**src/rtl/ctrl_pipe.sv**
```systemverilog
// rtl/ctrl_pipe.sv - ID/EX, EX/MEM, MEM/WB control pipeline with load-use stall
// Define CTRL_PIPE_HAZARD_EN to compile in load-use hazard detection.
module ctrl_pipe (
  input  logic       clk,
  input  logic       reset,
  input  logic [3:0] id_ex_ctrl,
  input  logic [1:0] id_m_ctrl,
  input  logic [1:0] id_wb_ctrl,
  input  logic [4:0] id_rs,
  input  logic [4:0] id_rt,
  input  logic [4:0] id_rd,
  input  logic       flush,
  input  logic       hold,
  output logic       ex_reg_dst,
  output logic       ex_alu_src,
  output logic [1:0] ex_alu_op,
  output logic       mem_read,
  output logic       mem_write,
  output logic       wb_reg_write,
  output logic       wb_sel_alu,
  output logic [4:0] ex_dst,
  output logic [4:0] mem_dst,
  output logic [4:0] wb_dst,
  output logic       stall
);

  // Two-state copies turn any unknown control bit into 0 before it is stored.
  bit [3:0] ex_in;
  bit [1:0] m_in;
  bit [1:0] wb_in;
  assign ex_in = id_ex_ctrl;
  assign m_in  = id_m_ctrl;
  assign wb_in = id_wb_ctrl;

  logic [3:0] idex_ex;
  logic [1:0] idex_m;
  logic [1:0] idex_wb;
  logic [4:0] idex_rt;
  logic [4:0] idex_rd;
  logic [1:0] exmem_m;
  logic [1:0] exmem_wb;
  logic [4:0] exmem_dst;
  logic [1:0] memwb_wb;
  logic [4:0] memwb_dst;
  logic       load_use;
  logic       bubble_id;

`ifdef CTRL_PIPE_HAZARD_EN
  assign load_use = idex_m[1] && (idex_rt != 5'd0) &&
                    ((idex_rt == id_rs) || (idex_rt == id_rt));
`else
  logic unused_rs;
  assign unused_rs = ^id_rs;
  assign load_use  = 1'b0;
`endif

  assign stall     = load_use;
  assign bubble_id = flush | load_use;

  always_ff @(posedge clk) begin
    if (reset) begin
      idex_ex   <= '0;
      idex_m    <= '0;
      idex_wb   <= '0;
      idex_rt   <= '0;
      idex_rd   <= '0;
      exmem_m   <= '0;
      exmem_wb  <= '0;
      exmem_dst <= '0;
      memwb_wb  <= '0;
      memwb_dst <= '0;
    end else if (!hold) begin
      if (bubble_id) begin
        idex_ex <= '0;
        idex_m  <= '0;
        idex_wb <= '0;
        idex_rt <= '0;
        idex_rd <= '0;
      end else begin
        idex_ex <= ex_in;
        idex_m  <= m_in;
        idex_wb <= wb_in;
        idex_rt <= id_rt;
        idex_rd <= id_rd;
      end
      exmem_m   <= idex_m;
      exmem_wb  <= idex_wb;
      exmem_dst <= ex_dst;
      memwb_wb  <= exmem_wb;
      memwb_dst <= exmem_dst;
    end
  end

  assign ex_reg_dst   = idex_ex[3];
  assign ex_alu_src   = idex_ex[2];
  assign ex_alu_op    = idex_ex[1:0];
  assign ex_dst       = idex_ex[3] ? idex_rd : idex_rt;
  assign mem_read     = exmem_m[1];
  assign mem_write    = exmem_m[0];
  assign mem_dst      = exmem_dst;
  assign wb_reg_write = memwb_wb[1];
  assign wb_sel_alu   = memwb_wb[0];
  assign wb_dst       = memwb_dst;

endmodule

```
**config.mk**
```make
export PLATFORM = sky130hd
export DESIGN_NAME = ctrl_pipe
export DESIGN_NICKNAME = d
export VERILOG_FILES = /design/src/rtl/ctrl_pipe.sv
export SDC_FILE = /design/constraint.sdc
export NUM_CORES = 1
export LEC_CHECK = 0
export CORE_ASPECT_RATIO = 0.7
export CORE_UTILIZATION = 39
export DETAILED_ROUTE_END_ITERATION = 8
export PLACE_DENSITY = 0.75
export SYNTH_ARGS = -nofsm -noshare
export SYNTH_HDL_FRONTEND = slang
export SYNTH_SLANG_ARGS = --single-unit
export TNS_END_PERCENT = 10
```
**constraint.sdc**
```tcl
create_clock -name clk -period 1.2 [get_ports clk]
set_clock_uncertainty 0.1 [all_clocks]
set_input_delay 0.24 -clock clk [delete_from_list [all_inputs] [get_ports clk]]
set_output_delay 0.24 -clock clk [all_outputs]
set_load 0.02 [all_outputs]
```
==> reports/qor.yml, run 1 <==
drv_slew: 0
grt_pass1_wl_mm: 4.933
drt_wl_total_mm: 3.073
drive_above_1_share: 0.3250
syn_inst: 139
cp_data_required_time_ns: 0.86
power_density_nw_per_um2: 1155
port_buffers: 44
cp-end-kind: "primary output"
power.leakage_nw: 0.9221
setup_ws_ns: -0.2879
die_h_um: 51.55
synth.mux.area_fraction: 0.1217
die_area_um2: 3751
critPathLaunchType: "register"
seqPwrFrac: 0.511
clkTransAtPathRegs_ns: 0.06
synth_compound_area_frac: 0.1025
finalHoldViolations: 0
syn_area_per_cell_um2: 9.839
area_growth_pct: 48.03
n_antenna_cell: 0
switchingPower_mw: 0.5588
pre_cts_ws_ns: -0.3896
htree_levels: 2
viasPerCell: 4.757
max_freq_mhz: 672.1
overflow: 0
fin_crit_sh: 1.240
grt_max_degree: 31
p_clk_frac: 0.337
tns_ns: -1.737
io_pins: 51
yosysSeqAreaShare: 0.4977
worstPathMaxFanout: 6
rows: 17
reg2regPathDepth: 3
worstSetupPathType: "reg2out"
ys_ff_latch: 34
initial_utilization: 0.4202
power_frac_comb: 0.152
antenna_found_initial: 0
irDropWorstVdd_v: 0.0008289
drtAntennaViolNets: 0
detail_route.wl_per_cell_um: 12.44
fin_nets: 226
swShare: 0.2390
cts_buffers: 5
syn_area_um2: 1368
synthXorXnorAreaFrac: 0
tritoncts: "yes"
clock_latency_ns: 0.28
finalWorstPathRequiredPeriod_ns: 1.488
synth_nets: 166
whs_ns: 0.2784
synth_fa_ha_area_frac: 0
rsz0062_at_grt: "true"
grt_use_total: 0.1801
cts_root_buf: "clkbuf_8"
hold_path_class: "in2reg"
yosys_warnings: 0
mostFrequentLayoutCells: "33 x dfxtp_1, 20 x clkdlybuf4s50_1, 19 x buf_4, 18 x nand2_1"
finalSetupViolations: 12
final_util: 0.6221
via_count: 1175
arrival_ns: 1.15
clk_path_buf_depth: 2
p_int_mw: 1.779
mostFrequentLayoutCell: "dfxtp_1"
drc: 0
cts.sinks: 34
die_x_um: 72.78
grt_pass1_vias: 1081
fp.coreArea_um2: 3254
min_path_cells: 4
synth_top_family_by_area: "simple AND/OR/NAND/NOR gates"
firstDrtPassIters: 4
drt_iter0_drc: 35
drv_cap: 0
gp_congestion: 0.7642
synth-simple-area-share: 0.2177
status: "complete, but fails checks"
hpwl_mm: 2.281
netlist-cell-type-count: 15
violations: "setup timing"
## critical path, stage by stage, from the launching register on
cell,delay [ns]
dfxtp_4,0.41
mux2_4,0.33
buf_6,0.13
## flip-flops by register name (all words and copies together) (netlist names)
name and cells:
idex_m 2, memwb_wb 2, wb_dst 5, idex_ex 4, mem_dst 5, idex_wb 2, idex_rd 5, exmem_m 2
exmem_wb 2, idex_rt 5
## cell families after synthesis
logic type | Yosys count
compound gates | 23
buf+inv | 13
flops | 34
mux | 16
other cells | 1
simple gates | 52
## cell type report
| cell class | count | area, um2 |
|---|---|---|
| fillers | 293 | 1230 |
| flip-flops and latches | 34 | 684.4 |
| multi-input cells | 92 | 659.4 |
| repair buffers | 65 | 538.0 |
| clock buffers | 8 | 80.08 |
| well taps | 47 | 58.81 |
| inverters | 1 | 3.754 |
## power by group through the flow
stage	clock network, mW	logic [mW]	registers [mW]
6_report	0.788	0.355	1.19
2_1_floorplan	0	0.155	1.24
3_3_place_gp	0	0.349	1.22
4_1_cts	0.803	0.346	1.19
3_5_place_dp	0	0.359	1.22
5_1_grt	0.875	0.382	1.20
## final timing paths
| path | startpoint | endpoint | slack (ns) |
|---|---|---|---|
| hold reg to reg | idex_rt[3]$_SDFFE_PP0N_ | idex_rt[3]$_SDFFE_PP0N_ | 0.37 |
| hold / removal | hold | idex_ex[3]$_SDFFE_PP0N_ | 0.28 |
| setup reg to reg | idex_ex[3]$_SDFFE_PP0N_ | mem_dst[4]$_SDFFE_PP0N_ | -0.07 |
| setup / recovery | idex_ex[3]$_SDFFE_PP0N_ | ex_dst[3] | -0.29 |
## Yosys cell counts
cell / n / area, um2
conb_1: 1 / 3.750
buf_2: 3 / 15.01
clkbuf_1: 3 / 11.26
nand2_1: 18 / 67.56
nand2b_1: 5 / 31.28
mux2_2: 5 / 56.30
nor2_1: 11 / 41.29
a21oi_1: 18 / 90.09
o211a_1: 5 / 50.05
mux2i_1: 11 / 110.1
buf_6: 1 / 11.26
buf_4: 5 / 37.54
dfxtp_1: 34 / 680.7
or3b_1: 18 / 157.7
inv_1: 1 / 3.750
## repair_timing
item	CTS	global route
setup endpoints to repair	41	27
buffers inserted	0	1
hold buffers	0	0
pin swaps	1	13
gates resized for setup	105	11
## metrics by stage
| stage | std cells | total power [mW] | cell area, um2 |
|---|---|---|---|
| after floorplan | 139 | 1.395 | 1396 |
| after global placement | 238 | 1.567 | 1972 |
| after detailed placement | 238 | 1.579 | 1972 |
| after CTS | 246 | 2.343 | 1978 |
| after global routing | 247 | 2.455 | 2024 |
| final | 247 | 2.338 | 2024 |
## layer usage
layer / track usage / vias up / share of wire
met5: 0 / - / 0
met2: 0.2960 / 31 / 0.46
met4: 0.07843 / 0 / 0.021
met3: 0.06589 / 8 / 0.050
met1: 0.2128 / 544 / 0.46
li1: - / 592 / -
No activity file was read; power rests on OpenSTA's default activity.
==> run 2: changes to the inputs <==
--- a/config.mk
+++ b/config.mk
@@ -6,9 +6,9 @@
 export NUM_CORES = 1
 export LEC_CHECK = 0
 export CORE_ASPECT_RATIO = 0.7
-export CORE_UTILIZATION = 39
+export CORE_UTILIZATION = 43
 export DETAILED_ROUTE_END_ITERATION = 8
-export PLACE_DENSITY = 0.75
+export PLACE_DENSITY = 0.78
 export SYNTH_ARGS = -nofsm -noshare
 export SYNTH_HDL_FRONTEND = slang
 export SYNTH_SLANG_ARGS = --single-unit
==> constraint.sdc (replaced) <==
create_clock -name clk -period 1.43 [get_ports clk]
set_clock_uncertainty 0.1 [all_clocks]
set_input_delay 0.286 -clock clk [delete_from_list [all_inputs] [get_ports clk]]
set_output_delay 0.286 -clock clk [all_outputs]
set_load 0.02 [all_outputs]
==> run 2 against run 1 <==
  * The run still ends with setup timing left
  * Clock-buffer cell count is 1 lower
  * Wire length is 3.9% lower
  * Worst setup slack better by 0.18 ns
  * Sequential cell count stayed put
  * Via count is 3.1% lower
  * Critical path depth stayed put
  * Sequential power is 16% lower
  * Die area is 9.0% lower
  * Sequential share of layout area is 0.95 points higher
  * Critical endpoint unchanged
==> reports/qor.yml, run 2 (synthesis gave the netlist of run 1 again) <==
gp_congestion: 0.7393
whs_ns: 0.3583
cpPeakStageDelay_ns: 0.41
crit_chain: "mux2_4, buf_6"
min-delay-start: "idex_wb[0]$_SDFFE_PP0N_"
max_freq_mhz: 648.6
crit_start: "idex_ex[3]$_SDFFE_PP0N_"
hpwl_mm: 2.143
min_to: "idex_wb[0]$_SDFFE_PP0N_"
cp_data_required_time_ns: 1.04
drtAntennaViolNets: 0
cp_top_family: "flip-flops"
tritoncts: "yes"
viasPerCell: 4.991
power_density_nw_per_um2: 974.1
path_depth: 2
min_path_cells: 2
drv_slew: 0
finalSetupViolations: 5
irDropWorstVdd_v: 0.0005196
critPathBufInv: 1
setup_ws_ns: -0.1117
initial_utilization: 0.4711
htree_levels: 2
cts_buffers: 5
clk_path_buf_depth: 2
status: "complete, but fails checks"
worstPathMaxFanout: 6
via_count: 1138
io_pins: 51
rsz0062_at_grt: "true"
mostFrequentLayoutCell: "dfxtp_1"
cpMaxStageDelayCell: "dfxtp_4"
antenna_found_initial: 0
clock_latency_ns: 0.28
port_buffers: 44
drive_above_1_share: 0.1667
place_area_um2: 1869
overflow: 0
drt_iter0_drc: 21
fp.coreArea_um2: 2903
clkTransAtPathRegs_ns: 0.06
drc: 0
worstReg2RegEnd: "mem_dst[3]$_SDFFE_PP0N_"
rr_startpoint: "idex_ex[3]$_SDFFE_PP0N_"
violations: "setup timing"
fin_nets: 219
power.leakage_nw: 0.9223
fin_crit_sh: 1.078
grt_pass1_wl_mm: 5.057
mostFrequentLayoutCells: "33 x dfxtp_1, 20 x clkdlybuf4s50_1, 18 x nand2_1, 18 x or3b_1, 18 x a21oi_1"
rrSetupSlack_ns: 0.03
finalWorstPathRequiredPeriod_ns: 1.542
grt_use_total: 0.1927
die_h_um: 49.19
total_power_mw: 1.918
firstDrtPassIters: 4
drt_wl_total_mm: 2.953
fin_area_um2: 1969
grt_pass1_vias: 1167
die_area_um2: 3414
n_antenna_cell: 0
drv_cap: 0
grt_max_degree: 47
rows: 16
cp-end-kind: "primary output"
arrival_ns: 1.16
hold_path_class: "reg2reg"
finalHoldViolations: 0
worstSetupPathType: "reg2out"
reg2regPathDepth: 4
detail_route.wl_per_cell_um: 12.95
cts_root_buf: "clkbuf_8"
critPathLaunchType: "register"
area_growth_pct: 44.01
die_x_um: 69.41
ctsHoldBuffers: 0
cts.sinks: 34
run 2: changes by cell type in the layout (fill, tap and decap cells not counted):
cell / delta
a21oi_1: +8
buf_6: -3
or3b_1: +1
buf_4: -6
a21oi_2: -8
dlygate4sd2_1: +17
clkbuf_1: -1
buf_2: -15
or3b_4: -1
run 2: cell type report:
| class | instances | area (um2) |
|---|---|---|
| clock buffers | 7 | 76.32 |
| fillers | 239 | 933.4 |
| inverters | 1 | 3.754 |
| multi-input cells | 92 | 626.9 |
| flip-flops and latches | 34 | 684.4 |
| well taps | 36 | 45.04 |
| repair buffers | 58 | 533.0 |
run 2: worst max-delay path by stage:
stage,end,slack [ns]
2_1_floorplan,mem_dst[0]$_SDFFE_PP0N_,0.06
3_3_place_gp,ex_dst[4],-0.25
3_5_place_dp,ex_dst[3],-0.26
4_1_cts,ex_dst[4],-0.16
5_1_grt,ex_dst[4],-0.13
6_report,ex_dst[3],-0.11
run 2: timing repair:
action,in CTS,in global routing
gates resized for setup,45,12
pin swaps,0,0
endpoints found under the setup margin,23,5
setup buffers,1,2
run 2: power by group:
group          total (mW)  leakage (nW)  switching, mW  internal, mW
Combinational       0.277         0.606          0.123         0.154
Sequential           1.00         0.278         0.0210         0.981
Clock               0.639        0.0383          0.305         0.334
run 2: layer usage:
metal	vias to the layer above	track usage	routed length (um)
met5	-	0	0
met4	0	0.09184	54
met3	7	0.05785	156
met2	33	0.3382	1414
met1	527	0.2147	1328
li1	571	-	-
run 2: through the flow:
stage	utilization	cells	worst slack, ns	TNS [ns]
after global routing	0.6784	228	-0.1330	-0.6383
after detailed placement	0.6440	218	-0.2595	-3.489
after global placement	0.6440	218	-0.2530	-2.895
final	0.6784	228	-0.1117	-0.5337
after floorplan	-	139	0.06415	0
after CTS	0.6595	226	-0.1621	-0.6999
run 2: worst reg2reg max path, delay by kind of cell (launching register included):
kind	cells	cell delay, ns
muxes	1	0.33
AOI/OAI and AO/OA	1	0.20
DFF	1	0.41
buffers and inverters	2	0.25
